==> src/rtl/mm_sched.sv <==
// -----------------------------------------------------------------------------
// mm_sched -- sequencer for one systolic matrix-multiply pass.
//
// A command (start + k_len + precision) is validated, then the block:
//   1. streams k_len activation slices from the activation memory into the
//      row FIFOs,
//   2. streams k_len*precision bit-serial weight words from the weight memory
//      into the column FIFOs,
//   3. idles GAP_CYCLES cycles, holds arr_active high for k_len*precision
//      cycles, and
//   4. waits for a rising edge on arr_done (or gives up after TIMEOUT cycles).
//
// Ports:
//   clk, rst            rising-edge clock, asynchronous active-low reset
//   start/k_len/precision  command strobe and operands (sampled in IDLE only)
//   busy/complete/err/err_code  status (complete and err are 1-cycle pulses)
//   act_rd_*/w_rd_*     operand memory read ports (1-cycle read latency)
//   act_wr_en/act_din, w_wr_en/w_din  FIFO write ports
//   act_afull/w_afull   FIFO almost-full backpressure
//   arr_active/arr_done systolic array handshake
// -----------------------------------------------------------------------------
module mm_sched #(
    parameter int ACT_WIDTH  = 16,
    parameter int N          = 2,
    parameter int K_MAX      = 255,
    parameter int MAX_PREC   = 8,
    parameter int ADDR_WIDTH = 12,
    parameter int GAP_CYCLES = 2,
    parameter int TIMEOUT    = 1023
) (
    input  logic                   clk,
    input  logic                   rst,
    input  logic                   start,
    input  logic [7:0]             k_len,
    input  logic [3:0]             precision,
    output logic                   busy,
    output logic                   complete,
    output logic                   err,
    output logic [1:0]             err_code,
    output logic [ADDR_WIDTH-1:0]  act_rd_addr,
    output logic                   act_rd_en,
    input  logic [N*ACT_WIDTH-1:0] act_rd_data,
    output logic [ADDR_WIDTH-1:0]  w_rd_addr,
    output logic                   w_rd_en,
    input  logic [N-1:0]           w_rd_data,
    output logic                   act_wr_en,
    output logic [N*ACT_WIDTH-1:0] act_din,
    input  logic                   act_afull,
    output logic                   w_wr_en,
    output logic [N-1:0]           w_din,
    input  logic                   w_afull,
    output logic                   arr_active,
    input  logic                   arr_done
);

    // k_len (8 bits) * precision (4 bits) fits exactly in 12 bits.
    localparam int CNT_W = 12;
    localparam int TMR_W = $clog2(TIMEOUT + 1);

    typedef enum logic [2:0] {
        S_IDLE,
        S_CHECK,
        S_LOAD_ACT,
        S_LOAD_W,
        S_GAP,
        S_RUN,
        S_WAIT
    } state_t;

    state_t           state_q,     state_d;
    logic [7:0]       k_len_q,     k_len_d;
    logic [3:0]       prec_q,      prec_d;
    logic [CNT_W-1:0] rd_cnt_q,    rd_cnt_d;
    logic [CNT_W-1:0] wr_cnt_q,    wr_cnt_d;
    logic [CNT_W-1:0] seq_cnt_q,   seq_cnt_d;
    logic [TMR_W-1:0] tmr_q,       tmr_d;
    logic             act_wr_q,    act_wr_d;
    logic             w_wr_q,      w_wr_d;
    logic             done_prev_q, done_prev_d;
    logic             complete_q,  complete_d;
    logic             err_q,       err_d;
    logic [1:0]       err_code_q,  err_code_d;

    logic [CNT_W-1:0] k_ext;
    logic [CNT_W-1:0] total;
    logic [CNT_W-1:0] total_m1;
    logic [CNT_W-1:0] limit;
    logic [CNT_W-1:0] limit_m1;
    logic             rd_avail;
    logic             act_rd_fire;
    logic             w_rd_fire;
    logic             k_bad;
    logic             p_bad;
    logic             done_edge;

    assign k_ext    = {4'd0, k_len_q};
    assign total    = k_ext * {8'd0, prec_q};
    assign total_m1 = total - 12'd1;

    // The load phases share one read/write counter pair; only the bound differs.
    assign limit    = (state_q == S_LOAD_ACT) ? k_ext : total;
    assign limit_m1 = limit - 12'd1;
    assign rd_avail = (rd_cnt_q < limit);

    // A read is only issued while the FIFOs report room; the almost-full
    // margin covers the write that lands one cycle later.
    assign act_rd_fire = (state_q == S_LOAD_ACT) && rd_avail && !act_afull;
    assign w_rd_fire   = (state_q == S_LOAD_W)   && rd_avail && !w_afull;

    assign k_bad = (k_len_q == 8'd0) || ({24'd0, k_len_q} > 32'(K_MAX));
    assign p_bad = (prec_q == 4'd0)  || ({28'd0, prec_q}  > 32'(MAX_PREC));

    // done_prev_q tracks arr_done every cycle, so a level that is already
    // high when WAIT is entered never looks like an edge.
    assign done_edge = arr_done && !done_prev_q;

    always_ff @(posedge clk or negedge rst) begin
        if (!rst) begin
            state_q     <= S_IDLE;
            k_len_q     <= '0;
            prec_q      <= '0;
            rd_cnt_q    <= '0;
            wr_cnt_q    <= '0;
            seq_cnt_q   <= '0;
            tmr_q       <= '0;
            act_wr_q    <= 1'b0;
            w_wr_q      <= 1'b0;
            done_prev_q <= 1'b0;
            complete_q  <= 1'b0;
            err_q       <= 1'b0;
            err_code_q  <= 2'd0;
        end else begin
            state_q     <= state_d;
            k_len_q     <= k_len_d;
            prec_q      <= prec_d;
            rd_cnt_q    <= rd_cnt_d;
            wr_cnt_q    <= wr_cnt_d;
            seq_cnt_q   <= seq_cnt_d;
            tmr_q       <= tmr_d;
            act_wr_q    <= act_wr_d;
            w_wr_q      <= w_wr_d;
            done_prev_q <= done_prev_d;
            complete_q  <= complete_d;
            err_q       <= err_d;
            err_code_q  <= err_code_d;
        end
    end

    always_comb begin
        state_d     = state_q;
        k_len_d     = k_len_q;
        prec_d      = prec_q;
        rd_cnt_d    = rd_cnt_q;
        wr_cnt_d    = wr_cnt_q;
        seq_cnt_d   = seq_cnt_q;
        tmr_d       = tmr_q;
        err_code_d  = err_code_q;
        complete_d  = 1'b0;
        err_d       = 1'b0;
        act_wr_d    = act_rd_fire;
        w_wr_d      = w_rd_fire;
        done_prev_d = arr_done;

        case (state_q)
            S_IDLE: begin
                if (start) begin
                    k_len_d    = k_len;
                    prec_d     = precision;
                    err_code_d = 2'd0;
                    state_d    = S_CHECK;
                end
            end

            S_CHECK: begin
                rd_cnt_d = '0;
                wr_cnt_d = '0;
                if (k_bad) begin
                    err_d      = 1'b1;
                    err_code_d = 2'd1;
                    state_d    = S_IDLE;
                end else if (p_bad) begin
                    err_d      = 1'b1;
                    err_code_d = 2'd2;
                    state_d    = S_IDLE;
                end else begin
                    state_d = S_LOAD_ACT;
                end
            end

            S_LOAD_ACT: begin
                if (act_rd_fire) begin
                    rd_cnt_d = rd_cnt_q + 12'd1;
                end
                // Leave only once the final write has landed in the FIFO.
                if (act_wr_q) begin
                    if (wr_cnt_q == limit_m1) begin
                        rd_cnt_d = '0;
                        wr_cnt_d = '0;
                        state_d  = S_LOAD_W;
                    end else begin
                        wr_cnt_d = wr_cnt_q + 12'd1;
                    end
                end
            end

            S_LOAD_W: begin
                if (w_rd_fire) begin
                    rd_cnt_d = rd_cnt_q + 12'd1;
                end
                if (w_wr_q) begin
                    if (wr_cnt_q == limit_m1) begin
                        seq_cnt_d = '0;
                        state_d   = S_GAP;
                    end else begin
                        wr_cnt_d = wr_cnt_q + 12'd1;
                    end
                end
            end

            S_GAP: begin
                if (seq_cnt_q == CNT_W'(GAP_CYCLES - 1)) begin
                    seq_cnt_d = '0;
                    state_d   = S_RUN;
                end else begin
                    seq_cnt_d = seq_cnt_q + 12'd1;
                end
            end

            S_RUN: begin
                if (seq_cnt_q == total_m1) begin
                    tmr_d   = '0;
                    state_d = S_WAIT;
                end else begin
                    seq_cnt_d = seq_cnt_q + 12'd1;
                end
            end

            S_WAIT: begin
                if (done_edge) begin
                    complete_d = 1'b1;
                    state_d    = S_IDLE;
                end else if (tmr_q == TMR_W'(TIMEOUT - 1)) begin
                    err_d      = 1'b1;
                    err_code_d = 2'd3;
                    state_d    = S_IDLE;
                end else begin
                    tmr_d = tmr_q + 1'b1;
                end
            end

            default: begin
                state_d = S_IDLE;
            end
        endcase
    end

    // Pulses are registered alongside the return to IDLE, so busy falls in
    // the same cycle that complete or err is seen.
    assign busy       = (state_q != S_IDLE);
    assign complete   = complete_q;
    assign err        = err_q;
    assign err_code   = err_code_q;
    assign arr_active = (state_q == S_RUN);

    assign act_rd_en   = act_rd_fire;
    assign w_rd_en     = w_rd_fire;
    assign act_rd_addr = (state_q == S_LOAD_ACT) ? ADDR_WIDTH'(rd_cnt_q) : '0;
    assign w_rd_addr   = (state_q == S_LOAD_W)   ? ADDR_WIDTH'(rd_cnt_q) : '0;

    assign act_wr_en = act_wr_q;
    assign w_wr_en   = w_wr_q;

    // Read data is forwarded straight to the FIFOs in the write cycle and is
    // zeroed otherwise so the FIFO data buses stay quiet between writes.
    genvar gi;
    generate
        for (gi = 0; gi < N; gi++) begin : g_row
            assign act_din[gi*ACT_WIDTH +: ACT_WIDTH] =
                act_wr_q ? act_rd_data[gi*ACT_WIDTH +: ACT_WIDTH] : '0;
            assign w_din[gi] = w_wr_q ? w_rd_data[gi] : 1'b0;
        end
    endgenerate

endmodule

==> config.mk <==
export PLATFORM = sky130hd
export DESIGN_NAME = mm_sched
export DESIGN_NICKNAME = d
export VERILOG_FILES = /design/src/rtl/mm_sched.sv
export SDC_FILE = /design/constraint.sdc
export NUM_CORES = 1
export LEC_CHECK = 0
export ABC_CLOCK_PERIOD_IN_PS = 6850
export BUFFER_PORTS_ARGS = -buffer_cell sky130_fd_sc_hd__buf_4
export CAP_MARGIN = 20
export CORE_UTILIZATION = 48
export CTS_CLUSTER_DIAMETER = 100
export DETAILED_ROUTE_END_ITERATION = 7
export PLACE_DENSITY = 0.75
export SYNTH_ARGS = -nofsm -noshare
export SYNTH_HDL_FRONTEND = slang
export SYNTH_SLANG_ARGS = --single-unit
==> constraint.sdc <==
create_clock -name clk -period 6.85 [get_ports clk]
set_clock_uncertainty 0.05 [all_clocks]
set_input_delay 0 -clock clk [delete_from_list [all_inputs] [get_ports clk]]
set_output_delay 0 -clock clk [all_outputs]
set_load 0.02 [all_outputs]
==> out/metrics.csv <==
stage;metric;value;unit
power_and_ir_drop;VDD IR max;0.1336;mV
timing;max-slew violations;0;
timing;Tmin final;6.096;ns
floorplanning;row count;43;
setup_path;Worst Setup End Kind;flip-flop;
floorplanning;die width;122.0;um
placement;cell count after placement;1093;
worst_hold_path;Hold Path Origin;w_afull;
layout;fin nets;1037;
setup_path;Startpoint Class;flip-flop;
timing;final hold violations;0;
setup_path;reg2reg setup slack;0.75;ns
setup_path;FF-to-FF path depth;20;
route;detailed-route via count;6719;
timing;highest clock rate;164.0;MHz
grt;grt total ovfl;0;
layout;ANT cells;0;
layout;layout cells sized above 1;20.87;%
route;Post-route DRC;0;
synthesis;Post-synth ARST share;100.0;%
floorplanning;die area;0.01488;sq mm
clock_tree;# H-tree levels;3;
synthesis;top cell type by total area after synthesis;dfrtp_1;
synthesis;YS warnings;0;
clock_tree;clk slew on worst S/H paths;0.06;ns
grt;GRT Overall Usage;27.58;%
synthesis;Avg Cell Area, Syn;8.306;sq um
power_and_ir_drop;leakage power;3.755;nW
synthesis;Yosys cell types;99;
status;status;finished clean;
setup_path;crit path max fanout;15;
clock_tree;Root Driver;clkbuf_16;
route;wire length per cell;17.56;um
layout;Layout Cells excl Fill;1124;
grt;largest net degree at the start of global routing;69;
setup_path;Critical path origin;k_len_q[4]$_DFFE_PN0P_;
route;DR iter-0 viols;659;
timing;unrepaired setup endpoints after global routing;no;
synthesis;main area contributors after synthesis;dfrtp_1 25%, ha_1 6.2%, and2_1 5.2%;
synthesis;register area share after synthesis;24.62;%
synthesis;most common cell in the netlist;nand2_1;
clock_tree;worst skew pair latency;0.35;ns
floorplanning;# IOs;120;
timing;Max-Slew Margin vs Limit;36.74;%
synthesis;Yosys reg bits;68;
floorplanning;Die Ht;122.0;um
timing;part of the cycle the worst path needs;89.00;%
clock_tree;CTS tree;built;
placement;GPL Wtd Cong;0.8962;
timing;Final setup viols;0;
synthesis;ys flop type;dfrtp_1;
route;Final ANT Viol Nets;0;
placement;Buffers on Ports;119;
setup_path;Setup CP Type;reg2reg;
setup_path;WP data required;7.03;ns
worst_hold_path;Hold Path End;w_wr_en$_DFF_PN0_;
synthesis;top-area cell type share of the netlist area;24.62;%
placement;dpl hpwl;14510;um
power_and_ir_drop;Power Density;187.3;mW/mm^2
clock_tree;postcts setup bufs;0;
clock_tree;Clock Path Buffers;2;
synthesis;syn nets;930;
synthesis;Mapped Cells;832;
timing;Tightest Pin Transition;0.9489;ns
timing;setup TNS;0;ns
route;Routed WL;19730;um
layout;Area Overhead vs Synth;20.66;%
route;vias per cell;5.978;
worst_hold_path;HP Class;in2reg;
synthesis;number of synthesized flops with an enable pin;0;
setup_path;crit path DAT;6.28;ns
floorplanning;Initial Util;49.40;%
clock_tree;TritonCTS Sinks;68;
grt;vias in the first global route;6247;
run;number of max-cap violations;0;
worst_hold_path;Hold Crit Depth;4;
grt;first-pass GRT wire length;31970;um
setup_path;Worst R2R End;rd_cnt_q[8]$_DFFE_PN0P_;
synthesis;Post-synth top cells;80 x nand2_1, 68 x dfrtp_1, 64 x nor2_1;
floorplanning;core area;0.01399;sq mm
route;Pre-Repair DR Iteration Count;5;
grt;antenna violations before repair;0;
setup_path;Worst R2R Start;k_len_q[4]$_DFFE_PN0P_;
synthesis;Cell Area, Synth;0.006910;sq mm
clock_tree;CTS Buf Count;9;
## critical path, stage by stage, from the launching register on
cell       delay (ns)
dfrtp_1          0.55
nand2_1          0.15
fa_1             0.54
fa_1             0.55
inv_1            0.04
ha_1             0.58
nand2_1          0.20
nor3_1           0.27
mux2_4           0.35
a21oi_1          0.25
inv_1            0.09
ha_1             0.29
and4_1           0.20
and4_1           0.22
o2111ai_1        0.11
a22oi_1          0.14
a211oi_2         0.45
nor2_1           0.10
nor2_1           0.26
nand2_1          0.24
o41ai_1          0.34
## metal layers
layer	track usage, %	wire length [um]	vias to the layer above
li1	-	-	3213
met1	37.65	8726	3195
met2	43.01	9187	273
met3	5.431	1407	38
met4	10.11	412	0
met5	0	0	-
## stage by stage
step	power (mW)	cell area (sq um)	util [%]	worst slack, ns	hold WS [ns]
after global placement	1.030	7864	56.22	1.084	0.07352
final	1.562	8338	59.61	0.7537	0.08309
after floorplan	0.8597	6910	-	1.185	-0.3456
after global routing	1.645	8338	59.61	0.4033	0.09276
after detailed placement	1.035	7864	56.22	0.9016	0.07300
after CTS	1.562	8338	59.61	0.8453	0.08118
## cell usage in the layout (no fill, tap or decap), types with 13 or more instances in the layout
cell / count
nand2b_1: 18
dfrtp_1: 68
a21oi_1: 25
mux2i_1: 13
o22ai_1: 15
nand3_1: 38
ha_1: 34
xor2_1: 16
dlygate4sd3_1: 15
and2_1: 57
xnor2_1: 23
nor3_1: 24
nand2_1: 80
inv_1: 47
nor2_1: 64
buf_4: 123
o21ai_0: 20
## sequential cells by signal, indices dropped and copies added (netlist names)
signal / count
w_wr_en: 1
act_wr_en: 1
prec_q: 4
err_code: 2
complete: 1
seq_cnt_q: 12
k_len_q: 8
wr_cnt_q: 12
state_q: 3
rd_cnt_q: 12
tmr_q: 10
err: 1
done_prev_q: 1
## power by group
part,switching (mW),internal [mW],total [mW]
combinational,0.335,0.236,0.571
clock,0.195,0.321,0.516
sequential,0.0537,0.421,0.475
## cell type report
type                    instances  area [sq um]
clock buffers                   9         225.2
flip-flops and latches         68          1702
inverters                      49         183.9
well taps                     180         225.2
clock inverters                 7         98.84
repair buffers                138          1074
fillers                      1242          5650
multi-input cells             673          4830
## worst max path at each step
stage	endpoint	slack [ns]	cells past startpoint
2_1_floorplan	rd_cnt_q[8]$_DFFE_PN0P_	1.19	21
3_3_place_gp	rd_cnt_q[8]$_DFFE_PN0P_	1.08	20
3_5_place_dp	rd_cnt_q[8]$_DFFE_PN0P_	0.90	20
4_1_cts	rd_cnt_q[8]$_DFFE_PN0P_	0.85	20
5_1_grt	rd_cnt_q[8]$_DFFE_PN0P_	0.40	19
6_report	rd_cnt_q[8]$_DFFE_PN0P_	0.75	20
## timing repair
action,4_1_cts,5_1_grt
hold endpoints to repair,84,0
resized for setup,0,0
hold buffers,15,0
## kinds of logic after synthesis
family                   after synthesis  share of synthesized area (%)
AND/OR/NAND/NOR                      369                          28.73
AO/OA/AOI/OAI                        187                          21.06
multiplexers                          29                          4.707
flip-flops                            68                          24.62
adder cells (fa/ha/maj)               47                          9.795
XOR/XNOR                              41                          5.595
buffers and inverters                 91                          5.486
Note: power is estimated with default switching activity, not from simulation.
